### config.mk
export PLATFORM = sky130hd
export DESIGN_NAME = score_segment_driver
export DESIGN_NICKNAME = d
export VERILOG_FILES = /design/src/rtl/score_segment_driver.sv
export SDC_FILE = /design/constraint.sdc
export NUM_CORES = 1
export LEC_CHECK = 0
export CORE_UTILIZATION = 50
export CTS_BUF_LIST = sky130_fd_sc_hd__clkbuf_4 sky130_fd_sc_hd__clkbuf_8 sky130_fd_sc_hd__clkbuf_16
export CTS_CLUSTER_DIAMETER = 60
export DETAILED_ROUTE_END_ITERATION = 8
export PLACE_DENSITY_LB_ADDON = 0.05
export SKIP_LAST_GASP = 1
export SYNTH_ARGS = -nofsm -noshare
export SYNTH_HDL_FRONTEND = slang
export SYNTH_SLANG_ARGS = --single-unit
### constraint.sdc
create_clock -name clk -period 2.3 [get_ports clk]
set_input_delay 0.46 -clock clk [delete_from_list [all_inputs] [get_ports clk]]
set_output_delay 0.46 -clock clk [all_outputs]
set_load 0.01 [all_outputs]
### src/rtl/score_segment_driver.sv
// Pong-style score keeper: two decimal scores, PLAY/HOLD/OVER serve control,
// and frame-synchronous seven-segment outputs for the two score digits.
module score_segment_driver #(
  parameter int unsigned WIN_SCORE   = 7,
  parameter int unsigned HOLD_FRAMES = 60
) (
  input  logic       clk,
  input  logic       rst_n,
  input  logic       new_frame,
  input  logic       point_l,
  input  logic       point_r,
  input  logic       game_reset,
  output logic [6:0] seg_l,
  output logic [6:0] seg_r,
  output logic       serve_en,
  output logic       game_over,
  output logic [1:0] winner
);

  localparam int unsigned SCORE_W = 4;
  localparam int unsigned CNT_W   = 8;
  localparam int unsigned SEG_W   = 7;

  typedef enum logic [1:0] {
    ST_PLAY = 2'd0,
    ST_HOLD = 2'd1,
    ST_OVER = 2'd2
  } state_e;

  state_e             state_q, state_d;
  logic [SCORE_W-1:0] score_l_q, score_l_d;
  logic [SCORE_W-1:0] score_r_q, score_r_d;
  logic [CNT_W-1:0]   cnt_q, cnt_d;
  logic [SEG_W-1:0]   seg_l_q, seg_l_d;
  logic [SEG_W-1:0]   seg_r_q, seg_r_d;
  logic               serve_en_q, serve_en_d;
  logic               game_over_q, game_over_d;
  logic [1:0]         winner_q, winner_d;
  logic [SCORE_W-1:0] score_l_inc, score_r_inc;
  logic [CNT_W-1:0]   cnt_inc;

  // Digit decoder; out-of-range values blank the digit.
  function automatic logic [SEG_W-1:0] seg_decode(input logic [SCORE_W-1:0] v);
    case (v)
      4'd0:    seg_decode = 7'h3F;
      4'd1:    seg_decode = 7'h06;
      4'd2:    seg_decode = 7'h5B;
      4'd3:    seg_decode = 7'h4F;
      4'd4:    seg_decode = 7'h66;
      4'd5:    seg_decode = 7'h6D;
      4'd6:    seg_decode = 7'h7D;
      4'd7:    seg_decode = 7'h07;
      4'd8:    seg_decode = 7'h7F;
      4'd9:    seg_decode = 7'h6F;
      default: seg_decode = 7'h00;
    endcase
  endfunction

  always_comb begin
    state_d     = state_q;
    score_l_d   = score_l_q;
    score_r_d   = score_r_q;
    cnt_d       = cnt_q;
    seg_l_d     = seg_l_q;
    seg_r_d     = seg_r_q;
    winner_d    = winner_q;
    score_l_inc = score_l_q + SCORE_W'(1);
    score_r_inc = score_r_q + SCORE_W'(1);
    cnt_inc     = cnt_q + CNT_W'(1);

    // Display samples the pre-edge scores so a point never tears a frame.
    if (new_frame) begin
      seg_l_d = seg_decode(score_l_q);
      seg_r_d = seg_decode(score_r_q);
    end

    if (game_reset) begin
      state_d   = ST_PLAY;
      score_l_d = '0;
      score_r_d = '0;
      cnt_d     = '0;
      winner_d  = 2'b00;
    end else begin
      case (state_q)
        ST_PLAY: begin
          if (point_l && !point_r) begin
            score_l_d = score_l_inc;
            cnt_d     = '0;
            if (score_l_inc == SCORE_W'(WIN_SCORE)) begin
              state_d  = ST_OVER;
              winner_d = 2'b01;
            end else begin
              state_d = ST_HOLD;
            end
          end else if (point_r && !point_l) begin
            score_r_d = score_r_inc;
            cnt_d     = '0;
            if (score_r_inc == SCORE_W'(WIN_SCORE)) begin
              state_d  = ST_OVER;
              winner_d = 2'b10;
            end else begin
              state_d = ST_HOLD;
            end
          end
        end
        ST_HOLD: begin
          if (new_frame) begin
            cnt_d = cnt_inc;
            if (cnt_inc == CNT_W'(HOLD_FRAMES)) begin
              state_d = ST_PLAY;
            end
          end
        end
        ST_OVER: begin
          state_d = ST_OVER;
        end
        default: begin
          state_d = ST_PLAY;
        end
      endcase
    end

    serve_en_d  = (state_d == ST_PLAY);
    game_over_d = (state_d == ST_OVER);
  end

  always_ff @(posedge clk or negedge rst_n) begin
    if (!rst_n) begin
      state_q     <= ST_PLAY;
      score_l_q   <= '0;
      score_r_q   <= '0;
      cnt_q       <= '0;
      seg_l_q     <= 7'h3F;
      seg_r_q     <= 7'h3F;
      serve_en_q  <= 1'b1;
      game_over_q <= 1'b0;
      winner_q    <= 2'b00;
    end else begin
      state_q     <= state_d;
      score_l_q   <= score_l_d;
      score_r_q   <= score_r_d;
      cnt_q       <= cnt_d;
      seg_l_q     <= seg_l_d;
      seg_r_q     <= seg_r_d;
      serve_en_q  <= serve_en_d;
      game_over_q <= game_over_d;
      winner_q    <= winner_d;
    end
  end

  assign seg_l     = seg_l_q;
  assign seg_r     = seg_r_q;
  assign serve_en  = serve_en_q;
  assign game_over = game_over_q;
  assign winner    = winner_q;

endmodule

# After elaboration in Yosys (flattened, before gate mapping)
# Memory sizes are Yosys's and may differ from the RTL's. A register that Yosys moved wholly into a read port is not among the register bits.
# Index checks and enable logic that the tools add are counted.
classes:
  reduce_logical: 18
  eq_ne: 10
  n_mux: 26
  n_addsub: 3
op_table:
  columns: ["cell", "n"]
  rows:
  - ["2-to-1 mux 8 bit", 4]
  - ["2-to-1 mux 4 bit", 7]
  - ["2-to-1 mux 2 bit", 13]
  - ["one-hot mux 8 bit (2 select lines)", 1]
  - ["nonzero test 3 bit", 3]
  - ["adder 4 x 1 -> 4 bit, second input constant", 2]
  - ["adder 8 x 1 -> 8 bit, second input constant", 1]
  - ["equality test 4 x 3 -> 1 bit, second input constant", 2]
  - ["equality test 8 x 6 -> 1 bit, second input constant", 1]
  - ["one-hot mux 2 bit (3 select lines)", 1]
  - ["AND reduction 3 bit", 2]
  - ["nonzero test 2 bit", 3]
  - ["equality test 2 bit, second input constant", 2]
  - ["logical NOT 1 bit", 4]
  - ["logical NOT 2 bit", 2]
  - ["inequality test 4 bit, second input constant", 1]
  - ["AND reduction 4 bit", 1]
  - ["inequality test 3 x 2 -> 1 bit, second input constant", 1]
  - ["inequality test 3 bit, second input constant", 1]
  - ["equality test 2 x 1 -> 1 bit, second input constant", 1]
  - ["logical AND 1 bit", 2]
  - ["inequality test 2 bit, second input constant", 1]
  - ["AND reduction 2 bit", 1]
totals:
  inputBits: 6
  wordCells: 66
  regBits: 22
  memories: 2
  output_inout_bits: 18
  rom_bits: 224
mem_list:
  columns: ["name", "depth", "word_bits", "read_ports", "rd_ports_with_merged_regs", "wr", "line", "rtl"]
  rows:
  - ["(name not given)", 16, 7, 1, 1, 0, "44", "case (v)"]
  - ["(name not given)", 16, 7, 1, 1, 0, "44", null]

# Depth between registers and ports, before layout
depth:
  ltp_word: 8
  depth_mapped: 7
  ltp_nobuf: 7

# Worst setup path before layout
# Ideal clock, no wire load.
synth_timing:
  path_kind: "register to register"
  start: "register score_r_q[0]"
  end: "register serve_en_q, in the netlist serve_en"
  stages_incl_launch_ff: 7
  arrival_ns: 1.605
  required_time_ns: 2.217
  setup_ns: 0.083
  n_path_buf: 0
  synth_period_minus_slack_ns: 1.688
  slack_ns: 0.612
  cell_sequence: "dfrtp_1 ha_1 or3b_1 o41ai_2 nand4b_1 a311oi_2 nor2_1"
synth_via:
  elab_chain_len: 8
synth_rtl:
  columns: ["item", "line", "rtl"]
  rows:
  - ["from (decl)", "32", "logic [SCORE_W-1:0] score_r_q, score_r_d;"]
  - ["from (signal assigned)", "141", "score_r_q <= score_r_d;"]
  - ["adder 4 x 1 -> 4 bit", "68", "score_r_inc = score_r_q + SCORE_W'(1);"]
  - ["equality test 4 x 3 -> 1 bit", "98", "if (score_r_inc == SCORE_W'(WIN_SCORE)) begin"]
  - ["2-to-1 mux 2 bit", "98", null]
  - ["2-to-1 mux 2 bit", "95", "end else if (point_r && !point_l) begin"]
  - ["2-to-1 mux 2 bit", "86", "if (point_l && !point_r) begin"]
  - ["one-hot mux 2 bit (3 select lines)", "84", "case (state_q)"]
  - ["2-to-1 mux 2 bit", "77", "if (game_reset) begin"]
  - ["named net state_d[1]", "30", "state_e state_q, state_d;"]
  - ["logical NOT 2 bit", "123", "serve_en_d = (state_d == ST_PLAY);"]
  - ["named net serve_en_d", "36", "logic serve_en_q, serve_en_d;"]
  - ["to (signal assigned)", "145", "serve_en_q <= serve_en_d;"]
  - ["to (decl)", "36", null]
# The timed path passes the listed nets, and every way through them passes these cells.
# A chain may end at the register's enable or synchronous reset.

# Worst setup path in the final report
layout_timing:
  start: "register score_r_q[1]"
  end: "register serve_en_q, in the netlist serve_en"
# Same word-level chain as after synthesis.

==> reports/results.txt <==
The run finished with clean final reports. The reg-to-reg critical path endpoint is serve_en. For the worst max-slew margin expressed relative to the limit, the log shows 60.9%.

CTS root buffer: sky130_fd_sc_hd__clkbuf_8. In this run, post-CTS hold repair placed 0 buffers. Including well taps, the total number of placed cells is 289. For the worst setup path, the data arrival time is 2190 ps.

The tools report the detailed placement HPWL as 3050 microns. The layout has 308 filler cells. In this run the worst path has a maximum fanout of 12. The count of unique library cells instantiated by Yosys is 43. Setup repair after global routing left no endpoint under its margin. Across the whole layout, storage elements account for 917 sq um. In the synthesized netlist the dominant register cell turns out to be sky130_fd_sc_hd__dfrtp_1.

After clock tree synthesis, the clock-pin slew on the worst setup and hold paths is 70 ps. The number of gates resized after CTS came out at 0. The source of the worst hold timing path is seg_l[1]. The first global-routing pass estimated 7510 microns of wire. The register-to-register setup slack was 310 ps. The logs give 37 for the largest net degree at the start of global routing and 297 for the non-filler instance count after layout. Leaving out fill and tap cells, the most frequent cell in the layout is sky130_fd_sc_hd__nor2_1.

The share of post-route cells with drive strength above 1 came out at 11.6%. By area the synthesized netlist is led by sky130_fd_sc_hd__dfrtp_1 (28%), sky130_fd_sc_hd__dfstp_2 (17%), sky130_fd_sc_hd__ha_1 (9.2%). After synthesis, flip-flops and latches occupy 44.9% of the total area.

The floorplan step set the die height to 65.9 microns. The post-synthesis to final-layout area growth works out to 18.1%. The placer's final routability congestion estimate was 0.807; the final sum of negative setup slack was 0 ps.

TritonCTS built the clock tree. The run gives 1,648 as the number of global-route vias before repair. The core region is 3800 sq um.

Across the run, the number of max-cap violations was 0. Port buffering added 23 buffers. In the synthesized netlist, the number of instances is 222.

After Yosys synthesis, and, or, nand and nor cells account for 18.0% of the synthesized area. The worst hold path passes through 2 cells. At the pin with the least slew margin, the transition time is 587 ps.

Worst-case hold path end point: seg_l[1]. The worst reg-to-reg path cell count is 6, and the proportion of synthesized area in mux cells is 1.47%. The count of warnings emitted by yosys was 0; the number of slew-limit violations in the final report was 0. Type of the worst setup path: flip-flop to flip-flop. The post-route DRC violation count was 0.

Row generation in the floorplan step produced 22 rows. After layout, the minimum clock period comes to 1990 ps. The worst setup path is launched from a flip-flop. The number of antenna violations at the first check in global routing is 0, and the average instance area after synthesis is 9.20 sq um. The final setup skew was 6.00 ps; the horizontal die dimension was 65.9 microns. The leakage power summed over all cells is 0.00102 uW.

The type of the tightest min-delay check was flip-flop to flip-flop. The routed layout has 1,663 vias. The tools report the all-layer global routing usage as 22.9%. The number of nets in the final layout was 269; the first-pass iteration count of the detailed router was 4. Per-cell routed wire length: 14.1 microns.

The post-synthesis share of cell area spent on full adders, half adders and majority gates was 9.19%. Wires add up to 4180 microns. The run gives 1020 sq um as the multi-input gate area in the final layout. The initial utilization of the core area, before any placement, comes to 53.8%. In the finished design, the share of the clock period the worst path needs comes to 86.4%. The xor-xnor portion of the synthesized cell area came out at 4.29%.

Mean number of vias per cell: 5.60. Summed over its instances, the top area cell type makes up 28.2% of the synthesized netlist area. The most critical setup path has its startpoint at score_r_q[1]. The post-synthesis compound-gate area fraction was 17.1%.

Setup violations remaining at the end of the flow were counted as 0. The logs give 0 for the hold violation total from the final report and 347 uV for the worst voltage drop across the vdd grid. The H-tree depth is 2, and the overall die area is 4350 sq um.

After synthesis, the largest family of logic cells by area is simple AND/OR/NAND/NOR gates. The detail route stage leaves a number of antenna-violating nets equal to 0. The number of buffers between clock root and the deepest sink was 2; the required time of the critical path was 2510 ps. The flop and latch count out of synthesis is 36.

The worst setup path is captured at a flip-flop. The number of antenna diodes in the final layout is 0. The tools report the reg-to-reg startpoint as score_r_q[1]. Pin placement for this block handled 24 I/O pins. TritonCTS created 5 clock buffers. The clock reaches the later pin of the worst-skew pair after 280 ps. The count of flip-flops with a built-in enable after synthesis was 0; the timing-limited maximum frequency was 503 MHz. CTS saw 36 sinks.

For this block, the initial DRC count from the detailed router was 140. The run gives 2040 sq um as the post-synthesis instance area. The number of nets handed over by synthesis was 243.

In the layout the commonest cells are sky130_fd_sc_hd__nor2_1 (30), sky130_fd_sc_hd__dfrtp_1 (23), sky130_fd_sc_hd__clkdlybuf4s50_1 (23), sky130_fd_sc_hd__o21ai_0 (20), sky130_fd_sc_hd__nand2_1 (19). After synthesis, the share of flip-flops with an asynchronous set or reset is 100%. For this design the ratio of total power to cell area is 559 nW/um^2. The run gives 0 as the number of buffers inserted to repair setup after CTS.

The cell type with the highest aggregate area in the netlist was sky130_fd_sc_hd__dfrtp_1. The remaining global-route overflow came out at 0.
==> through the flow <==
step	setup WS, ps	utilization [%]	total power [uW]	cell area [sq um]	hold slack, ps
final	313	63.5	1350	2410	471
after global placement	296	61.2	912	2320	462
after global routing	160	63.5	1420	2410	493
after detailed placement	191	61.2	920	2320	463
after floorplan	612	-	815	2040	164
after CTS	311	63.5	1370	2410	475
==> sequential cells by signal, summed over array words and instances, names as in the netlist, 2 cells and up <==
| signal | count |
|---|---|
| seg_l | 7 |
| seg_r | 7 |
| state_q | 2 |
| score_l_q | 4 |
| score_r_q | 4 |
| cnt_q | 8 |
| winner | 2 |
==> per-layer routing <==
layer,GRT usage [%],routed length (microns),vias to the layer above
met5,0,0,-
met4,7.34,62,0
met3,5.17,210,6
met2,38.4,2040,50
met1,28.9,1860,789
li1,-,-,818
==> cells by family (layout without fill, tap and decap cells) <==
group                    count (synthesis)  in the layout
AO/OA/AOI/OAI                           56             56
XOR/XNOR                                10             10
adder cells (fa/ha/maj)                 15             15
buffers and inverters                   24             51
flip-flops                              36             36
multiplexers                             3              3
AND/OR/NAND/NOR                         78             78
==> how the worst max path moves through the flow <==
stage / cells after the start / slack, ps / endpoint
after floorplan: 6 / 610 / serve_en
after detailed placement: 6 / 190 / cnt_q[7]
after global routing: 6 / 160 / serve_en
after global placement: 6 / 300 / cnt_q[7]
after CTS: 7 / 310 / serve_en
final: 6 / 310 / serve_en
==> worst max-delay path, cell delays in order, from the launching register on <==
cell                       delay, ps
sky130_fd_sc_hd__dfrtp_1         550
sky130_fd_sc_hd__ha_1            270
sky130_fd_sc_hd__or3b_1          370
sky130_fd_sc_hd__o41ai_2          90
sky130_fd_sc_hd__nand4b_1        210
sky130_fd_sc_hd__a311oi_2        350
sky130_fd_sc_hd__nor2_1           80
==> report_power, final <==
| part | internal [uW] | leakage, uW | switching (uW) | total (uW) |
|---|---|---|---|---|
| Combinational | 97.1 | 0.000514 | 99.8 | 197 |
| Sequential | 682 | 0.000452 | 28.7 | 711 |
| Clock | 236 | 0.0000491 | 207 | 443 |
==> cell usage after synthesis (2+ instances only) <==
cell type                  instances
sky130_fd_sc_hd__a21boi_0          2
sky130_fd_sc_hd__a21oi_1          16
sky130_fd_sc_hd__a22oi_1           2
sky130_fd_sc_hd__a31oi_1           2
sky130_fd_sc_hd__and3b_1           2
sky130_fd_sc_hd__clkbuf_1          5
sky130_fd_sc_hd__clkinv_1          2
sky130_fd_sc_hd__dfrtp_1          23
sky130_fd_sc_hd__dfstp_2          13
sky130_fd_sc_hd__ha_1             15
sky130_fd_sc_hd__inv_1            12
sky130_fd_sc_hd__mux2i_1           3
sky130_fd_sc_hd__nand2_1          19
sky130_fd_sc_hd__nand2b_1          5
sky130_fd_sc_hd__nand3_1           9
sky130_fd_sc_hd__nand4_1           3
sky130_fd_sc_hd__nor2_1           30
sky130_fd_sc_hd__nor3_1            2
sky130_fd_sc_hd__o21a_1            2
sky130_fd_sc_hd__o21ai_0          20
sky130_fd_sc_hd__o221ai_1          2
sky130_fd_sc_hd__o31ai_1           3
sky130_fd_sc_hd__xnor2_1          10
==> final cells by class <==
class | count | area share [%]
Clock inverter | 1 | 0.207
Multi-Input combinational cell | 162 | 42.4
Tap cell | 48 | 2.49
Inverter | 15 | 2.33
Timing Repair Buffer | 28 | 11.1
Sequential cell | 36 | 38.0
Clock buffer | 7 | 3.47
Note: power is estimated with default switching activity, not from simulation.
